### config.mk
export PLATFORM = sky130hd
export DESIGN_NAME = mc_control_fsm
export DESIGN_NICKNAME = d
export VERILOG_FILES = /design/src/rtl/mc_control_fsm.sv
export SDC_FILE = /design/constraint.sdc
export NUM_CORES = 1
export LEC_CHECK = 0
export CAP_MARGIN = 20
export CORE_MARGIN = 2
export CORE_UTILIZATION = 36
export CTS_CLUSTER_DIAMETER = 40
export CTS_CLUSTER_SIZE = 40
export DETAILED_ROUTE_END_ITERATION = 10
export PLACE_DENSITY = 0.76
export SYNTH_ARGS = -nofsm -noshare
export SYNTH_HDL_FRONTEND = slang
export SYNTH_SLANG_ARGS = --single-unit
### constraint.sdc
create_clock -name clk -period 1.85 [get_ports clk]
set_clock_uncertainty 0.15 [all_clocks]
set_input_delay 0.37 -clock clk [delete_from_list [all_inputs] [get_ports clk]]
set_output_delay 0.37 -clock clk [all_outputs]
set_load 0.05 [all_outputs]
### src/rtl/mc_control_fsm.sv
// Multicycle MIPS-subset control FSM: Moore decode of all datapath selects and write enables.
// Define OVERFLOW_EXC_EN to route signed add/sub/addi overflow to the EXC state (EPC load + vector).
module mc_control_fsm #(
  parameter int EXC_STATE_EN_DUMMY = 0
) (
  input  logic       clk,
  input  logic       reset,
  input  logic [5:0] opcode,
  input  logic [5:0] funct,
  input  logic       zero,
  input  logic       overflow,
  output logic       PCWrite,
  output logic       IorD,
  output logic       MemWrite,
  output logic       IRWrite,
  output logic       ABWrite,
  output logic       ALUOutWrite,
  output logic       RegDst,
  output logic       MemtoReg,
  output logic       RegWrite,
  output logic       ALUSrcA,
  output logic [1:0] ALUSrcBControl,
  output logic [2:0] ALUControl,
  output logic [1:0] PCSource,
  output logic       EPCWrite,
  output logic       illegal_op,
  output logic [3:0] state_out
);

  typedef enum logic [3:0] {
    S_RESET      = 4'd0,
    S_FETCH      = 4'd1,
    S_FETCH_WAIT = 4'd2,
    S_DECODE     = 4'd3,
    S_R_EXEC     = 4'd4,
    S_R_WB       = 4'd5,
    S_I_EXEC     = 4'd6,
    S_I_WB       = 4'd7,
    S_MEM_ADDR   = 4'd8,
    S_LW_READ    = 4'd9,
    S_LW_WAIT    = 4'd10,
    S_LW_WB      = 4'd11,
    S_SW_WRITE   = 4'd12,
    S_BRANCH     = 4'd13,
    S_JUMP       = 4'd14,
    S_EXC        = 4'd15
  } state_t;

  localparam logic [2:0] ALU_ADD = 3'b001;
  localparam logic [2:0] ALU_SUB = 3'b010;
  localparam logic [2:0] ALU_AND = 3'b011;
  localparam logic [2:0] ALU_SLT = 3'b111;

  state_t     state, state_next;
  logic [2:0] r_alu_op;
  logic       unused_ok;

  // overflow only matters with the exception feature; the parameter is reserved.
  assign unused_ok = overflow ^ (EXC_STATE_EN_DUMMY != 0);
  assign state_out = state;

  always_ff @(posedge clk) begin
    if (reset) state <= S_RESET;
    else       state <= state_next;
  end

  always_comb begin
    r_alu_op = ALU_ADD;
    case (funct)
      6'h20:   r_alu_op = ALU_ADD;
      6'h22:   r_alu_op = ALU_SUB;
      6'h24:   r_alu_op = ALU_AND;
      6'h2A:   r_alu_op = ALU_SLT;
      default: r_alu_op = ALU_ADD;
    endcase
  end

  always_comb begin
    state_next     = S_FETCH;
    PCWrite        = 1'b0;
    IorD           = 1'b0;
    MemWrite       = 1'b0;
    IRWrite        = 1'b0;
    ABWrite        = 1'b0;
    ALUOutWrite    = 1'b0;
    RegDst         = 1'b0;
    MemtoReg       = 1'b0;
    RegWrite       = 1'b0;
    ALUSrcA        = 1'b0;
    ALUSrcBControl = 2'b00;
    ALUControl     = 3'b000;
    PCSource       = 2'b00;
    EPCWrite       = 1'b0;
    illegal_op     = 1'b0;
    case (state)
      S_FETCH: begin
        IorD       = 1'b0;
        state_next = S_FETCH_WAIT;
      end
      S_FETCH_WAIT: begin
        IRWrite        = 1'b1;
        ALUSrcBControl = 2'b01;
        ALUControl     = ALU_ADD;
        PCWrite        = 1'b1;
        state_next     = S_DECODE;
      end
      S_DECODE: begin
        // Branch target PC + (imm<<2) is precomputed here into ALUOut.
        ALUSrcBControl = 2'b11;
        ALUControl     = ALU_ADD;
        ALUOutWrite    = 1'b1;
        ABWrite        = 1'b1;
        case (opcode)
          6'h00:        state_next = S_R_EXEC;
          6'h08:        state_next = S_I_EXEC;
          6'h23, 6'h2B: state_next = S_MEM_ADDR;
          6'h04:        state_next = S_BRANCH;
          6'h02:        state_next = S_JUMP;
          default: begin
            illegal_op = 1'b1;
            state_next = S_FETCH;
          end
        endcase
      end
      S_R_EXEC: begin
        ALUSrcA        = 1'b1;
        ALUSrcBControl = 2'b10;
        ALUControl     = r_alu_op;
        ALUOutWrite    = 1'b1;
        state_next     = S_R_WB;
`ifdef OVERFLOW_EXC_EN
        if (overflow && (funct == 6'h20 || funct == 6'h22)) state_next = S_EXC;
`endif
      end
      S_R_WB: begin
        RegDst   = 1'b1;
        RegWrite = 1'b1;
      end
      S_I_EXEC: begin
        ALUSrcA     = 1'b1;
        ALUControl  = ALU_ADD;
        ALUOutWrite = 1'b1;
        state_next  = S_I_WB;
`ifdef OVERFLOW_EXC_EN
        if (overflow) state_next = S_EXC;
`endif
      end
      S_I_WB: begin
        RegWrite = 1'b1;
      end
      S_MEM_ADDR: begin
        ALUSrcA     = 1'b1;
        ALUControl  = ALU_ADD;
        ALUOutWrite = 1'b1;
        state_next  = (opcode == 6'h23) ? S_LW_READ : S_SW_WRITE;
      end
      S_LW_READ: begin
        IorD       = 1'b1;
        state_next = S_LW_WAIT;
      end
      S_LW_WAIT: begin
        IorD       = 1'b1;
        state_next = S_LW_WB;
      end
      S_LW_WB: begin
        MemtoReg = 1'b1;
        RegWrite = 1'b1;
      end
      S_SW_WRITE: begin
        IorD     = 1'b1;
        MemWrite = 1'b1;
      end
      S_BRANCH: begin
        ALUSrcA        = 1'b1;
        ALUSrcBControl = 2'b10;
        ALUControl     = ALU_SUB;
        PCSource       = 2'b01;
        PCWrite        = zero;
      end
      S_JUMP: begin
        PCSource = 2'b10;
        PCWrite  = 1'b1;
      end
`ifdef OVERFLOW_EXC_EN
      S_EXC: begin
        EPCWrite = 1'b1;
        PCSource = 2'b11;
        PCWrite  = 1'b1;
      end
`endif
      // RESET, and EXC when the feature is off: everything idle, go fetch.
      default: state_next = S_FETCH;
    endcase
  end

endmodule

==> results of run 1 <==
[per-stage QoR]
stage | instances | area (µm²) | setup slack (ns) | hold WS [ns] | setup TNS, ns
2_1_floorplan | 96 | 816 | -0.0959 | 0.289 | -0.249
3_3_place_gp | 161 | 1480 | -0.537 | 0.493 | -1.66
3_5_place_dp | 161 | 1480 | -0.763 | 0.544 | -2.66
[cell families after synthesis]
kind of cell / after synthesis / share of synthesized area, %
compound gates: 28 / 33.3
xor+xnor: 2 / 2.84
buf+inv: 13 / 9.53
flops: 4 / 13.0
mux: 2 / 3.25
other cells: 1 / 0.608
simple gates: 46 / 37.5
[cells in the mapped netlist (all sizes together)]
cell    instances
a211oi          1
a21boi          1
a21o            3
a21oi           7
a221oi          1
a311oi          1
a31oi           1
a32oi           1
a41oi           1
and3            1
and3b           1
buf             4
clkbuf          4
conb            1
dfxtp           4
inv             5
mux2i           2
nand2           8
nand2b          5
nand3           2
nand3b          1
nor2           16
nor2b           2
nor3            4
nor3b           2
nor4            2
o21a            1
o21ai           4
o21ba           1
o21bai          1
o311ai          2
o31ai           1
o32ai           1
or2             2
xor2            2
==> impl_results.md, run 1 <==
* Outcome: did not finish
* Failing step: 4_1_cts
* First Err: [ERROR DPL-0038] Utilization greater than 100%, impossible to legalize
* Post-CTS Hold Buffers at 0
* H-tree levels at 1
* Ports at 39
* Mapped cell area at 617 µm²
* Initial core utilization at 39.6%
* Synth Register Bits at 4
* Ranking of synthesized cells by area: dfxtp_1 13%, nor2_1 9.7%, a21oi_1 5.7%, nand2b_1 5.1%, nand2_1 4.9%
* TritonCTS Buffers at 3
* Clk sink count at 4
* CTS max path bufs at 2
* Synth area leader: dfxtp_1
* GPL Wtd Cong at 0.887
* Post-DP HPWL at 2600 µm
* Die height at 45.4 µm
* Root buf cell: clkbuf_4
* Cells after Synth at 96
* Sequential share of the synthesized area at 13.0%
* Yosys top cell area share at 13.0%
* Buffers on Ports at 36
* DIE WIDTH at 45.4 µm
* Post-CTS Setup Bufs at 12
* Syn Nets at 112
* Yosys warns at 0
* Post-CTS sizing at 80
* Site Rows at 14
* Netlist cell types at 36
* Syn_area_per_cell at 6.43 µm²
==> inputs of run 2 (changes only) <==
CORE_AREA = 2 2 63 65   (was not set)
CORE_MARGIN = not set   (was 2)
CORE_UTILIZATION = not set   (was 36)
CTS_CLUSTER_DIAMETER = not set   (was 40)
CTS_CLUSTER_SIZE = not set   (was 40)
DIE_AREA = 0 0 65 67   (was not set)
PLACE_DENSITY = not set   (was 0.76)
PLACE_DENSITY_LB_ADDON = 0.15   (was not set)
==> run 2 against run 1 <==
  * The flow now finishes, with violations (setup timing)
  * Area after synthesis is the same
  * Synthesized cell count unchanged
==> impl_results.md, run 2 <==
* Gr busiest metal: met2
* Clk_lat worst skew at 0.22 ns
* Max stage delay on crit path at 0.35 ns
* Synth cell count leaders: 16 x nor2_1, 8 x nand2_1, 7 x a21oi_1, 5 x inv_1, 5 x nand2b_1 (unchanged)
* Core ar. at 3610 µm²
* Met3 Use GR at 2.03%
* Crit end category: output pin
* DIE WIDTH at 65 µm (was 45.4 µm)
* Placed cells at 193 (was 161)
* Finished Cell Area at 1810 µm²
* CTS max path bufs at 2 (unchanged)
* Mapped cell area at 617 µm² (unchanged)
* Startpoint types: flop
* Vias at 949
* Drt pass-1 iters at 4
* Netlist cell types at 36 (unchanged)
* Yosys warns at 0 (unchanged)
* Crit path required time at 1.33 ns
* Buffers on Ports at 36 (unchanged)
* Peak VDD IR at 0.000145 V
* Avg Vias per Cell at 4.52
* Clock slew at reported path FFs at 0.03 ns
* Most frequent cells in the layout: 31 x buf_4, 22 x buf_12, 7 x nor2_1, 7 x dlygate4sd2_1
* Worst Hold Class: reg -> reg
* Hold path depth at 2
* Met2 Track Usage GR at 24.1%
* Slowest CP cell: dfxtp_4
* GPL Wtd Cong at 0.813 (was 0.887)
* Post-synth EDFFs at 0 (unchanged)
* Failing checks: setup timing
* Area growth, synth to finish at 193%
* PD cells at 428 nW/µm²
* # diodes at 0
* H-tree levels at 1 (unchanged)
* Top-count cell post-synth: nor2_1 (unchanged)
* CP dominant cell by count: or2_4
* Clk sink count at 4 (unchanged)
* Root buf cell: clkbuf_8 (was clkbuf_4)
* Initial antenna violation count at 0
* Synth area leader: dfxtp_1 (unchanged)
* Final worst-path cycle share at 107%
* Synth Register Bits at 4 (unchanged)
* Register-to-Register Path Depth at 5
* Crit path kind: reg -> out
* WL per Instance at 12.0 µm
* Remaining DRCs at 0
* Commonest non-fill, non-tap cell in the layout: buf_4
* Final antenna-violating net count at 0
* Initial drt markers at 9
* Non-Filler Instances at 210
* Syn Nets at 112 (unchanged)
* Nets at 180
* RSZ-0062 raised after global routing: yes
* Dominant synthesized flop cell: dfxtp_1 (unchanged)
* Setup ws final at -0.123 ns
* Fin. max-slew vios at 0
* Min cycle time layout at 1.97 ns
* Ports at 39 (unchanged)
* Outcome: finished, violations left (was did not finish)
* TritonCTS Buffers at 3 (unchanged)
* First-pass GRT wire length at 4400 µm
* Syn_area_per_cell at 6.43 µm² (unchanged)
* Largest net degree at the start of global routing at 12
* Met1 usage at 14.1%
* Crit path DAT at 1.45 ns
* Initial core utilization at 17.1% (was 39.6%)
* CP max FO at 3
* GRT Resource Usage Total at 12.9%
* MaxCap Viol Count at 0
* LEAKAGE at 0.741 nW
* DIE AREA at 4360 µm²
* Share of layout cells above drive strength 1 at 66.7%
* CP cell instances: or2_4 -> or2_4 -> a211oi_4 -> buf_12
* Async set-or-reset flop fraction in the synthesized netlist at 0% (unchanged)
* Max reg flops at 4
* Setup violators final at 9
* Placed Instance Area at 1540 µm² (was 1480 µm²)
* Site Rows at 22 (was 14)
* Hold Vio Cnt, Final at 0
* Die height at 67 µm (was 45.4 µm)
* Peak Freq at 0.507 GHz
* Sequential share of the synthesized area at 13.0% (unchanged)
* CTS tree: yes
* Hold_ws at 0.406 ns
* Grt ovf at 0
* Post-DP HPWL at 1950 µm (was 2600 µm)
* Number of global-route vias before repair at 1015
* Ranking of synthesized cells by area: dfxtp_1 13%, nor2_1 9.7%, a21oi_1 5.7%, nand2b_1 5.1%, nand2_1 4.9% (unchanged)
* Yosys top cell area share at 13.0% (unchanged)
* Post-Route WL at 2510 µm
* # fillers at 339
* Cells after Synth at 96 (unchanged)
[run 2: final cells by class]
| cell class | count | area, µm² | share of cell area (%) |
|---|---|---|---|
| Timing Repair Buffer | 71 | 851 | 47.0 |
| Multi-Input combinational cell | 79 | 736 | 40.7 |
| Sequential cell | 4 | 95.1 | 5.26 |
| Tap cell | 48 | 60.1 | 3.32 |
| Clock buffer | 3 | 41.3 | 2.28 |
| Inverter | 5 | 26.3 | 1.45 |
[run 2: cell families after synthesis]
group / count (synthesis) / synth area share (%)
flops: 4 / 13.0
compound gates: 28 / 33.3
mux: 2 / 3.25
other cells: 1 / 0.608
buf+inv: 13 / 9.53
simple gates: 46 / 37.5
xor+xnor: 2 / 2.84
[run 2: through the flow]
| stage | setup TNS, ns | setup slack, ns | util [%] | power [mW] |
|---|---|---|---|---|
| floorplan | -0.249 | -0.0959 | - | 0.351 |
| global placement | -1.76 | -0.474 | 42.6 | 0.528 |
| detailed placement | -1.91 | -0.552 | 42.6 | 0.531 |
| CTS | -0.958 | -0.207 | 48.8 | 0.773 |
| global route | -1.33 | -0.165 | 50.2 | 0.812 |
| finish | -0.718 | -0.123 | 50.2 | 0.774 |
[run 2: critical path, delay by kind of cell, from the launching register on]
| family | cells | cell delay, ns |
|---|---|---|
| buf+inv | 1 | 0.18 |
| compound gates | 1 | 0.23 |
| simple gates | 2 | 0.48 |
| flops | 1 | 0.35 |
[run 2: power by group]
group	switching, mW	internal, mW
Combinational	0.245	0.228
Sequential	0.0193	0.0924
Clock	0.0497	0.139
[run 2: layer usage]
| metal | routed length (µm) | share of wire [%] | vias to the layer above |
|---|---|---|---|
| li1 | - | - | 477 |
| met2 | 1340 | 53 | 32 |
| met5 | 0 | 0 | - |
| met1 | 976 | 39 | 433 |
| met4 | 73 | 2.9 | 0 |
| met3 | 122 | 4.9 | 7 |
[run 2: final timing paths]
check,from,endpoint,slack [ns]
max,state_out[2]$_SDFF_PP0_,illegal_op,-0.12
min,state_out[2]$_SDFF_PP0_,state_out[3]$_SDFF_PP0_,0.41
max reg2reg,state_out[2]$_SDFF_PP0_,state_out[0]$_SDFF_PP0_,0.31
min reg2reg,state_out[2]$_SDFF_PP0_,state_out[3]$_SDFF_PP0_,0.41
[run 2: what timing repair did]
action | in CTS | in global routing
setup endpoints to repair | 13 | 15
hold endpoints to repair | 0 | 0
setup buffers | 12 | 4
pin swaps | 12 | 8
hold buffers | 0 | 0
gates cloned | 0 | 0
gates resized for setup | 49 | 8
Power figures use the tool's default switching activity.
==> inputs of run 3 (changes only) <==
==> constraint.sdc (replaced) <==
create_clock -name clk -period 1.85 [get_ports clk]
set_clock_uncertainty 0.15 [all_clocks]
set_input_delay 0.2775 -clock clk [delete_from_list [all_inputs] [get_ports clk]]
set_output_delay 0.2775 -clock clk [all_outputs]
set_load 0.05 [all_outputs]
==> run 3 against run 2 <==
  * The flow still finishes with violations (setup timing)
  * Power down 3.3%
  * Clock-buffer cell count unchanged
  * Cell count down 0.95%
  * Largest power group unchanged
  * Core utilization down 3.8 points
  * Highest routed layer unchanged
  * Sequential power about the same
  * Wire length down 3.1%
  * Sequential cell count unchanged
==> impl_results.md, run 3 (synthesis results as in run 2) <==
* CP max FO at 4 (was 3)
* Fin. max-slew vios at 0 (unchanged)
* Place WS at -0.456 ns (was -0.552 ns)
* Final worst-path cycle share at 102% (was 107%)
* Finished Cell Area at 1670 µm² (was 1810 µm²)
* Setup violators final at 4 (was 9)
* MaxCap Viol Count at 0 (unchanged)
* TritonCTS Buffers at 3 (unchanged)
* Area of the multi-input gates at 654 µm² (was 736 µm²)
* Vias at 924 (was 949)
* DIE AREA at 4360 µm² (unchanged)
* Final core occ at 46.4% (was 50.2%)
* GRT Resource Usage Total at 11.2% (was 12.9%)
* Max reg flops at 4 (unchanged)
* H-tree levels at 1 (unchanged)
* Crit path DAT at 1.46 ns (was 1.45 ns)
* Min cycle time layout at 1.89 ns (was 1.97 ns)
* WL per Instance at 11.7 µm (was 12.0 µm)
* Post-DP HPWL at 1870 µm (was 1950 µm)
* Failing checks: setup timing (unchanged)
* Clk_lat worst skew at 0.22 ns (about the same)
* Most frequent cells in the layout: 34 x buf_4, 19 x buf_12, 9 x nor2_1 (was 31 x buf_4, 22 x buf_12, 7 x nor2_1, 7 x dlygate4sd2_1)
* Crit end category: output pin (unchanged)
* Startpoint types: flop (unchanged)
* Remaining DRCs at 0 (unchanged)
* Final Power at 0.749 mW (was 0.774 mW)
* Initial core utilization at 17.1% (unchanged)
* CTS tree: yes (unchanged)
* Area growth, synth to finish at 171% (was 193%)
* DIE WIDTH at 65 µm (unchanged)
* Nets at 178 (was 180)
* Outcome: finished, violations left (unchanged)
* Peak VDD IR at 0.000513 V (was 0.000145 V)
* LEAKAGE at 0.747 nW (was 0.741 nW)
* Worst Hold Class: reg -> reg (unchanged)
* Root buf cell: clkbuf_8 (unchanged)
* Max stage delay on crit path at 0.34 ns (was 0.35 ns)
* Clk sink count at 4 (unchanged)
* Slowest CP cell: dfxtp_4 (unchanged)
* Placed Instance Area at 1470 µm² (was 1540 µm²)
* # diodes at 0 (unchanged)
* PD cells at 448 nW/µm² (was 428 nW/µm²)
* First-pass GRT wire length at 3800 µm (was 4400 µm)
* Share of layout cells above drive strength 1 at 58.1% (was 66.7%)
* Post-CTS Hold Buffers at 0 (unchanged)
* CP cell instances: or2_4 -> or2_4 -> a211oi_4 -> buf_12 (unchanged)
* Ports at 39 (unchanged)
* # fillers at 344 (was 339)
* Site Rows at 22 (unchanged)
* Initial antenna violation count at 0 (unchanged)
* Crit path kind: reg -> out (unchanged)
* CTS max path bufs at 2 (unchanged)
* Die height at 67 µm (unchanged)
* Clock slew at reported path FFs at 0.03 ns (about the same)
* Peak Freq at 0.530 GHz (was 0.507 GHz)
* Hold Vio Cnt, Final at 0 (unchanged)
* Largest net degree at the start of global routing at 17 (was 12)
* Drt pass-1 iters at 4 (unchanged)
* Post-Route WL at 2430 µm (was 2510 µm)
* Initial drt markers at 31 (was 9)
* Grt ovf at 0 (unchanged)
* Commonest non-fill, non-tap cell in the layout: buf_4 (unchanged)
* Setup ws final at -0.0375 ns (was -0.123 ns)
* Number of global-route vias before repair at 900 (was 1015)
* CP dominant cell by count: or2_4 (unchanged)
* Crit path required time at 1.42 ns (was 1.33 ns)
* GPL Wtd Cong at 0.818 (was 0.813)
* Buffers on Ports at 36 (unchanged)
* RSZ-0062 raised after global routing: yes (unchanged)
* Avg Vias per Cell at 4.44 (was 4.52)
* Final antenna-violating net count at 0 (unchanged)
* Reg area at 95.1 µm² (unchanged)
* Core ar. at 3610 µm² (unchanged)
==> run 3: cell count changes in the layout (fill, tap and decap cells not counted), moves of 3 or more <==
cell	change
dlymetal6s2s_1	+6
inv_4	-3
dlygate4sd2_1	-5
nor2_4	-3
buf_12	-3
buf_4	+3
==> run 3: power breakdown <==
part	switching, mW	leakage, nW	internal [mW]
registers	0.0211	0.0355	0.0925
clock network	0.0468	0.0216	0.139
logic	0.229	0.689	0.220
total	0.297	0.747	0.452
==> run 3: area by class of cell <==
| type | count | share of cell area (%) |
|---|---|---|
| sequential | 4 | 5.69 |
| clock buffer | 3 | 2.47 |
| inverter | 5 | 1.12 |
| tap | 48 | 3.59 |
| multi-input combinational | 79 | 39.1 |
| timing repair buffer | 69 | 48.0 |
==> run 3: worst paths after layout <==
| check | start | to | slack (ns) | depth (start not counted) |
|---|---|---|---|---|
| min | state_out[2]$_SDFF_PP0_ | state_out[3]$_SDFF_PP0_ | 0.44 | 2 |
| max | state_out[2]$_SDFF_PP0_ | illegal_op | -0.04 | 4 |
| min reg2reg | state_out[2]$_SDFF_PP0_ | state_out[3]$_SDFF_PP0_ | 0.44 | 2 |
| max reg2reg | state_out[2]$_SDFF_PP0_ | state_out[0]$_SDFF_PP0_ | 0.20 | 6 |
==> run 3: worst max-delay path, delay by kind of cell (launching register included) <==
| family | cells | cell delay (ns) |
|---|---|---|
| AOI/OAI and AO/OA | 1 | 0.24 |
| buffers and inverters | 1 | 0.18 |
| and+or+nand+nor | 2 | 0.48 |
| DFF | 1 | 0.34 |
==> run 3: per-layer routing <==
layer	global-route usage, %	part of all wire (%)	up-vias
li1	-	-	468
met1	12.7	44	426
met2	19.6	48	26
met3	4.05	6.4	4
met4	3.19	1.0	0
met5	0	0	-
==> run 3: repair_timing <==
item                       in CTS  in global routing
setup endpoints to repair       7                 10
gates resized for setup        23                 14
pin swaps                       8                  5
setup buffers                   5                  7
==> run 3: metrics by stage <==
step	TNS (ns)	std cells	hold slack [ns]
4_1_cts	-0.254	201	0.430
3_3_place_gp	-0.815	193	0.476
3_5_place_dp	-1.03	193	0.470
2_1_floorplan	-0.120	96	0.196
5_1_grt	-0.291	208	0.459
6_report	-0.0653	208	0.437
==> inputs of run 4 (changes only) <==
ABC_AREA = 1   (was not set)
==> run 4 against run 3 <==
  * The flow now finishes without violations
  * Worst setup slack improved by 0.10 ns
  * Combinational power rose by 70%
  * Non-clock buffer count decreased by 18
  * Sequential cell count stayed put
  * Worst hold slack better by 0.030 ns
  * Critical path depth rose by 1
  * Power increased by 44%
  * Sequential share of layout area up 0.98 points
  * Synthesized cell count is 9.4% higher
  * Critical endpoint is now PCWrite
  * Largest power group unchanged
==> impl_results.md, run 4 <==
* Outcome: complete, no violations (was finished, violations left)
* PD cells at 756 nW/µm² (was 448 nW/µm²)
* DIE AREA at 4360 µm² (unchanged)
* GRT Resource Usage Total at 9.74% (was 11.2%)
* Min-delay src: state_out[3]$_SDFF_PP0_ (was state_out[2]$_SDFF_PP0_)
* Vias at 834 (was 924)
* Drt pass-1 iters at 4 (unchanged)
* Async set-or-reset flop fraction in the synthesized netlist at 0% (unchanged)
* Critical R2R Launch: state_out[2]$_SDFF_PP0_ (unchanged)
* Top-count cell post-synth: nand2_1 (was nor2_1)
* Max reg flops at 4 (unchanged)
* CP max FO at 5 (was 4)
* Crit end category: output pin (unchanged)
* Largest net degree at the start of global routing at 12 (was 17)
* Most frequent cells in the layout: 20 x buf_4, 16 x buf_12, 15 x nand2_1 (was 34 x buf_4, 19 x buf_12, 9 x nor2_1)
* Initial antenna violation count at 0 (unchanged)
* First-pass GRT wire length at 3420 µm (was 3800 µm)
* Root buf cell: clkbuf_8 (unchanged)
* Fin. max-slew vios at 0 (unchanged)
* Setup TNS Final at 0 ns (was -0.0653 ns)
* Clk_lat worst skew at 0.21 ns (was 0.22 ns)
* Final antenna-violating net count at 0 (unchanged)
* Synth cell count leaders: 23 x nand2_1, 22 x nor2_1, 13 x inv_1, 10 x nand3_1, 6 x a21oi_1 (was 16 x nor2_1, 8 x nand2_1, 7 x a21oi_1, 5 x inv_1, 5 x nand2b_1)
* Dominant synthesized flop cell: dfxtp_1 (unchanged)
* Yosys top cell area share at 15.3% (was 13.0%)
* H-tree levels at 1 (unchanged)
* Synth area leader: nand2_1 (was dfxtp_1)
* Startpoint types: flop (unchanged)
* CTS max path bufs at 2 (unchanged)
* Crit path kind: reg -> out (unchanged)
* LEAKAGE at 0.667 nW (was 0.747 nW)
* Crit path DAT at 1.36 ns (was 1.46 ns)
* Peak VDD IR at 0.000555 V (was 0.000513 V)
* Sequential share of the synthesized area at 14.2% (was 13.0%)
* Synth Register Bits at 4 (unchanged)
* Ports at 39 (unchanged)
* # fillers at 376 (was 344)
* Ranking of synthesized cells by area: nand2_1 15%, nor2_1 15%, dfxtp_1 14%, nand3_1 8.9%, inv_1 8.7% (was dfxtp_1 13%, nor2_1 9.7%, a21oi_1 5.7%, nand2b_1 5.1%, nand2_1 4.9%)
* Cells after Synth at 105 (was 96)
* Yosys warns at 0 (unchanged)
* Site Rows at 22 (unchanged)
* Setup violators final at 0 (was 4)
* DIE WIDTH at 65 µm (unchanged)
* Commonest non-fill, non-tap cell in the layout: buf_4 (unchanged)
* Clock slew at reported path FFs at 0.03 ns (about the same)
* Syn_area_per_cell at 5.36 µm² (was 6.43 µm²)
* Number of global-route vias before repair at 849 (was 900)
* Clk sink count at 4 (unchanged)
* Crit path launch: state_out[0]$_SDFF_PP0_ (was state_out[2]$_SDFF_PP0_)
* WL per Instance at 10.0 µm (was 11.7 µm)
* Final Power at 1.08 mW (was 0.749 mW)
* # diodes at 0 (unchanged)
* GPL Wtd Cong at 0.771 (was 0.818)
* Critical R2R Capture: state_out[0]$_SDFF_PP0_ (unchanged)
* Initial drt markers at 2 (was 31)
* Syn Nets at 121 (was 112)
* Avg Vias per Cell at 4.07 (was 4.44)
* Post-Route WL at 2060 µm (was 2430 µm)
* Hold path endpoint: state_out[1]$_SDFF_PP0_ (was state_out[3]$_SDFF_PP0_)
* Nets at 175 (was 178)
* Post-CTS Hold Buffers at 0 (unchanged)
* Grt ovf at 0 (unchanged)
* Register-to-Register Path Depth at 9 (was 6)
* TritonCTS Buffers at 3 (unchanged)
* Area growth, synth to finish at 153% (was 171%)
* Core ar. at 3610 µm² (unchanged)
* Post-synth EDFFs at 0 (unchanged)
* Netlist cell types at 24 (was 36)
* Post-DP HPWL at 1700 µm (was 1870 µm)
* Worst Hold Class: reg -> reg (unchanged)
* Die height at 67 µm (unchanged)
* Peak Freq at 0.561 GHz (was 0.530 GHz)
* Crit path required time at 1.42 ns (about the same)
* Buffers on Ports at 36 (unchanged)
* Min cycle time layout at 1.78 ns (was 1.89 ns)
* Hold path depth at 3 (was 2)
* Hold Vio Cnt, Final at 0 (unchanged)
* Initial core utilization at 15.6% (was 17.1%)
* Remaining DRCs at 0 (unchanged)
* Share of layout cells above drive strength 1 at 55.4% (was 58.1%)
* MaxCap Viol Count at 0 (unchanged)
* FF-to-FF setup slack at 0.37 ns (was 0.20 ns)
* Final worst-path cycle share at 96.4% (was 102%)
* CTS tree: yes (unchanged)
* Mapped cell area at 563 µm² (was 617 µm²)
[run 4: cell types whose count changed after synthesis, moves of 4 or more]
cell,previous run,this run
nor3_1,4,0
clkbuf_1,4,0
nand2b_1,5,0
inv_1,5,13
nor2_1,16,22
nand3_1,2,10
nand2_1,8,23
[run 4: cell families after synthesis]
logic type | synth area share [%]
AND/OR/NAND/NOR | 56.9
flip-flops | 14.2
AO/OA/AOI/OAI | 14.2
buffers and inverters | 14.0
other | 0.666
[run 4: worst max-delay path by stage]
stage	endpoint	slack (ns)
detailed placement	ALUControl[1]	-0.20
global route	ALUControl[0]	-0.002
global placement	ALUControl[1]	-0.17
floorplan	ALUControl[1]	0.004
CTS	ALUControl[1]	-0.005
finish	PCWrite	0.07
[run 4: critical path: stages, from the launching register on]
cell and delay (ns):
dfxtp_4 0.35, buf_4 0.16, nand2_4 0.10, nor2_4 0.05
a211o_2 0.29, buf_4 0.19
[run 4: power by group]
| part | switching (mW) | internal (mW) | total [mW] |
|---|---|---|---|
| sequential | 0.0264 | 0.109 | 0.135 |
| clock | 0.0404 | 0.138 | 0.179 |
| combinational | 0.460 | 0.304 | 0.765 |
| total | 0.527 | 0.552 | 1.08 |
[run 4: routing by layer]
metal	share of wire, %	track usage (%)	up-vias
met2	49	17.8	26
li1	-	-	443
met3	6.9	2.53	0
met1	44	11.5	365
met4	0	1.60	0
met5	0	0	-
[run 4: final cells by class]
type / instances / area (µm²) / area share [%]
repair buffers: 51 / 619 / 43.4
multi-input cells: 83 / 543 / 38.1
flip-flops and latches: 4 / 95.1 / 6.67
inverters: 16 / 67.6 / 4.74
well taps: 48 / 60.1 / 4.21
clock buffers: 3 / 41.3 / 2.89
[run 4: what timing repair did]
action / 4_1_cts / 5_1_grt
resized for setup: 24 / 13
endpoints found under the setup margin: 6 / 4
pin swaps: 6 / 4
cloned: 0 / 0
setup buffers: 0 / 6
[run 4: per-stage QoR]
| step | cells | area (µm²) | hold WS (ns) | worst slack [ns] | util [%] |
|---|---|---|---|---|---|
| global placement | 196 | 1250 | 0.430 | -0.173 | 34.6 |
| detailed placement | 196 | 1250 | 0.440 | -0.199 | 34.6 |
| global route | 205 | 1430 | 0.505 | -0.00217 | 39.6 |
| CTS | 199 | 1340 | 0.449 | -0.00494 | 37.2 |
| finish | 205 | 1430 | 0.467 | 0.0665 | 39.6 |
| floorplan | 105 | 634 | 0.187 | 0.00403 | - |
